--- config.mk ---
export PLATFORM = sky130hd
export DESIGN_NAME = bsg_circular_ptr
export DESIGN_NICKNAME = d
export VERILOG_FILES = /design/src/rtl/bsg_circular_ptr_pkg.sv /design/src/rtl/bsg_circular_ptr.sv
export SDC_FILE = /design/constraint.sdc
export NUM_CORES = 1
export LEC_CHECK = 0
export BUFFER_PORTS_ARGS = -buffer_cell sky130_fd_sc_hd__buf_2
export CAP_MARGIN = 15
export CORE_AREA = 2 2 39 41
export DETAILED_ROUTE_END_ITERATION = 10
export DIE_AREA = 0 0 41 43
export PLACE_DENSITY = 0.43
export SLEW_MARGIN = 20
export SYNTH_ARGS = -nofsm -noshare
export SYNTH_HDL_FRONTEND = slang
export SYNTH_SLANG_ARGS = --single-unit
--- constraint.sdc ---
create_clock -name clk -period 1.66 [get_ports clk]
set_clock_uncertainty 0.15 [all_clocks]
set_input_delay 0.332 -clock clk [delete_from_list [all_inputs] [get_ports clk]]
set_output_delay 0.332 -clock clk [all_outputs]
set_load 0.005 [all_outputs]
--- src/rtl/bsg_circular_ptr_pkg.sv ---
// bsg_circular_ptr_pkg: shared sizing helpers for circular pointer blocks
`ifndef BSG_SAFE_CLOG2
`define BSG_SAFE_CLOG2(x) (((x) <= 1) ? 1 : $clog2(x))
`endif

package bsg_circular_ptr_pkg;

    function automatic bit is_pow2(input int n);
        return (n > 0) && ((n & (n - 1)) == 0);
    endfunction

endpackage

--- src/rtl/bsg_circular_ptr.sv ---
// bsg_circular_ptr: modulo-slots_p pointer advanced by add_i every cycle
module bsg_circular_ptr
    import bsg_circular_ptr_pkg::*;
#(
    parameter int slots_p = 16,
    parameter int max_add_p = 1,
    localparam int ptr_width = `BSG_SAFE_CLOG2(slots_p),
    localparam int add_width = `BSG_SAFE_CLOG2(max_add_p + 1)
) (
    input  logic                 clk,
    input  logic                 reset_i,
    input  logic [add_width-1:0] add_i,
    output logic [ptr_width-1:0] o,
    output logic [ptr_width-1:0] n_o
);

    if (slots_p < 2 || max_add_p < 1 || max_add_p >= slots_p) begin : g_bad_params
        $error("bsg_circular_ptr: need slots_p >= 2 and 1 <= max_add_p < slots_p");
    end

    if (is_pow2(slots_p)) begin : g_pow2
        assign n_o = o + ptr_width'(add_i);
    end else begin : g_mod
        localparam logic [ptr_width:0] slots_lp = (ptr_width + 1)'(slots_p);
        logic [ptr_width:0] sum;
        assign sum = {1'b0, o} + (ptr_width + 1)'(add_i);
        assign n_o = ptr_width'((sum >= slots_lp) ? sum - slots_lp : sum);
    end

    // Pointer register: clear on active-low reset, otherwise take the next value
    always_ff @(posedge clk) begin
        o <= !reset_i ? '0 : n_o;
    end

    if (((1 << add_width) - 1) > max_add_p) begin : g_add_chk
        // Increments beyond max_add_p are outside the sized range of the adder
        always_ff @(posedge clk) begin
            if (reset_i) assert (add_i <= add_width'(max_add_p));
        end
    end

endmodule

Word-level counts from Yosys, hierarchy flattened
Index checks and enable logic that the tools add are counted.
- flip-flop bits (word level): 4
- output and inout port bits: 8
- logic and storage cells: 2
- input port bits: 3
- add/subtract/negate cells: 1
- operator list (kind ; number):
    $add 4x1->4 ; 1

Longest topological paths before layout
- word-level depth: 1
- depth in mapped cells: 4
- depth with buffers taken out: 4

Worst setup path after synthesis
Ideal clock, no wire load.
- path type: flip-flop to output port
- start: reg o[0]
- end: out n_o[2]
- buffers on the path: 0
- arrival: 879 ps
- required time: 1178 ps
- path slack: 299 ps
- cell stages (with the launch flop): 4
- path through: dfxtp_1 ha_1 ha_1 xor2_1
- longest elaborated chain between the ends: 1
- RTL lines (item ; RTL line ; source):
    start: declaration ; bsg_circular_ptr.sv:13 ; output logic [ptr_width-1:0] o,
    start signal: assignment ; bsg_circular_ptr.sv:32 ; o <= !reset_i ? '0 : n_o;
    $add 4x1->4 ; bsg_circular_ptr.sv:22 ; assign n_o = o + ptr_width'(add_i);
    end: declaration ; bsg_circular_ptr.sv:14 ; output logic [ptr_width-1:0] n_o
Every way passes these cells.

Worst setup path in the final report
Same ends and word-level chain as after synthesis.

==> summary.txt <==
Crit-path slowest cell - dfxtp_2
DIE AREA - 1760 um2
DRT iter0 DRCs - 4
port bufs - 10
most common flop cell mapped by yosys - dfxtp_1
CP Launch Type - register
core area - 1380 um2
max FFs per register - 4
Clock Latency Late Sink - 240 ps
Hold Buf Count CTS - 0
status - finished clean
Pins Over Slew Limit - 0
Fillers - 148
maxcap violations - 0
fin crit period - 1640 ps
final hold violation count - 0
crit path to - n_o[2]
Post-synth EDFFs - 0
largest registers - o (4)
yosys warns - 0
net switching share of the total power - 0.237
clock power share - 0.460
switching power - 63.9 uW
sequential cell area fraction in the yosys report - 0.481
Reg2Reg Setup Slack - 340 ps
htree depth - 1
Vias/cell - 3.38
synthesized cell area - 166 um2
placed insts - 41
worst setup path category - register to output pin
Worst path max stage delay - 330 ps
DR WL/cell - 8.84 um
Pwr per Cell Area - 898 nW/um2
cell with the most instances after synthesis - dfxtp_1
CP Data Arrival Time - 1160 ps
leakage - 0.000152 uW
crit-path cells - ha_4 > ha_4 > xor2_2 > buf_2
R2R cell count - 5
multi-input logic area - 119 um2
Peak VDD IR - 0.426 mV
post-place setup slack - 41.4 ps
Reg with most FFs - o
M1 WL - 190 um
CTS tree - done
first-pass GRT wire length - 641 um
uppermost layer routed - met3
CTS Buf Count - 3
layout cell share with drive strength beyond 1 - 0.621
Nets - 36
clk sinks - 4
WL met2 - 144 um
end of the worst register-to-register path - o[2]$_SDFF_PN0_
Layout area overhead - 80.5%
# IOs - 11
crit path max fanout - 2
Routed Antenna Nets - 0
diode count - 0
Worst-Margin Slew - 171 ps
Peak Freq - 610 MHz
setup tns final - 0 ps
Rows - 14
top cells by area, synth - dfxtp_1, ha_1, and2_1
Most common cell on crit path - ha_4
Yosys top cell area share - 0.481
critical path capture point type - output pin
1st-pass router iterations - 4
Post-synth top cells - dfxtp_1, and2_1, ha_1
Comb power frac - 0.138
aggregate global-route resource usage - 0.0622
Setup WS post-layout - 21.7 ps
Clock Tree Buf Depth - 2
cell taking the most area after synthesis - dfxtp_1
P_int - 206 uW
sequential cell area - 81.3 um2
Clock Pin Slew Worst Setup and Hold Paths - 40 ps
Worst R2R Start - o[0]$_SDFF_PN0_
setup violators final - 0
register bit total from synthesis - 4
Die Wd - 41 um
ys async rst share - 0
Hold Path Class - input port to register
Die Height - 43 um
total grt overflow - 0
Cell Count, Final, Fillers Out - 45
Yosys cell types - 9
met3 WL - 63 um
# DRC - 0
vias in the first global route - 143
relative slew slack - 0.886
initial core utilization - 0.120
largest net degree at the start of global routing - 6
Avg Cell Area, Syn - 11.1 um2
CTS root buffer - clkbuf_4
post-synthesis cell count - 15
Synthesized Nets - 20
Period Utilization, post-route - 0.987
global placer's final weighted congestion - 0.566
vias - 152
drt total wl - 398 um
initial antenna violation count - 0
Worst Setup SP - o[0]$_SDFF_PN0_
WP data required - 1180 ps
RSZ-0062 raised after global routing - yes
Reg power frac - 0.402
==> cells in the final DEF, fill, tap and decap left out <==
master	n
clkbuf_4	3
nand2b_1	1
and2_1	3
nand3_1	1
dfxtp_2	1
dfxtp_1	3
xnor2_1	1
buf_4	1
nand2_1	1
mux2i_1	1
ha_4	2
xor2_2	1
buf_2	10
==> cells by family after synthesis <==
| kind of cell | after synthesis | synth area share |
|---|---|---|
| adders and majority gates | 2 | 0.150 |
| DFF | 4 | 0.481 |
| and+or+nand+nor | 6 | 0.203 |
| xor gates and xnor gates | 2 | 0.105 |
| muxes | 1 | 0.0602 |
==> metrics by stage <==
stage	utilization	area, um2	total power (uW)	hold slack [ps]
after floorplan	-	166	120	304
after global routing	0.217	300	292	219
after CTS	0.212	293	274	210
after detailed placement	0.171	236	137	349
after global placement	0.171	236	137	340
final	0.217	300	270	211
==> critical path: cells and delay by family (launching register included) <==
kind	cells	cell delay (ps)
adders and majority gates	2	330
xor gates and xnor gates	1	140
buffers and inverters	1	130
DFF	1	330
==> power groups by stage <==
| stage | registers, uW | clock network [uW] | logic [uW] |
|---|---|---|---|
| after detailed placement | 107 | 0 | 30.0 |
| after global placement | 107 | 0 | 30.1 |
| after global routing | 109 | 138 | 45.0 |
| after floorplan | 107 | 0 | 12.6 |
| final | 108 | 124 | 37.3 |
| after CTS | 108 | 128 | 37.7 |
==> cell type report <==
class | instances | area share
multi-input combinational | 11 | 0.396
tap | 16 | 0.0667
clock buffer | 3 | 0.0750
sequential | 4 | 0.271
timing repair buffer | 11 | 0.192
==> worst min-delay path by stage <==
stage	startpoint	endpoint	cells after the start
global placement	o[3]$_SDFF_PN0_	o[3]$_SDFF_PN0_	2
detailed placement	o[3]$_SDFF_PN0_	o[3]$_SDFF_PN0_	2
finish	reset_i	o[2]$_SDFF_PN0_	2
global route	reset_i	o[2]$_SDFF_PN0_	2
floorplan	reset_i	o[0]$_SDFF_PN0_	1
CTS	reset_i	o[0]$_SDFF_PN0_	2
==> metal layers <==
layer | vias up | GRT usage
met4 | 0 | 0.0400
met5 | - | 0
met3 | 0 | 0.0628
met2 | 15 | 0.0594
li1 | 79 | -
met1 | 58 | 0.0804
==> timing repair <==
| action | CTS | global route |
|---|---|---|
| hold endpoints to repair | 0 | 0 |
| endpoints found under the setup margin | 2 | 1 |
| gates resized for setup | 5 | 1 |
| setup buffers | 1 | 0 |
| pin swaps | 1 | 2 |
(Power assumes the default switching activity.)
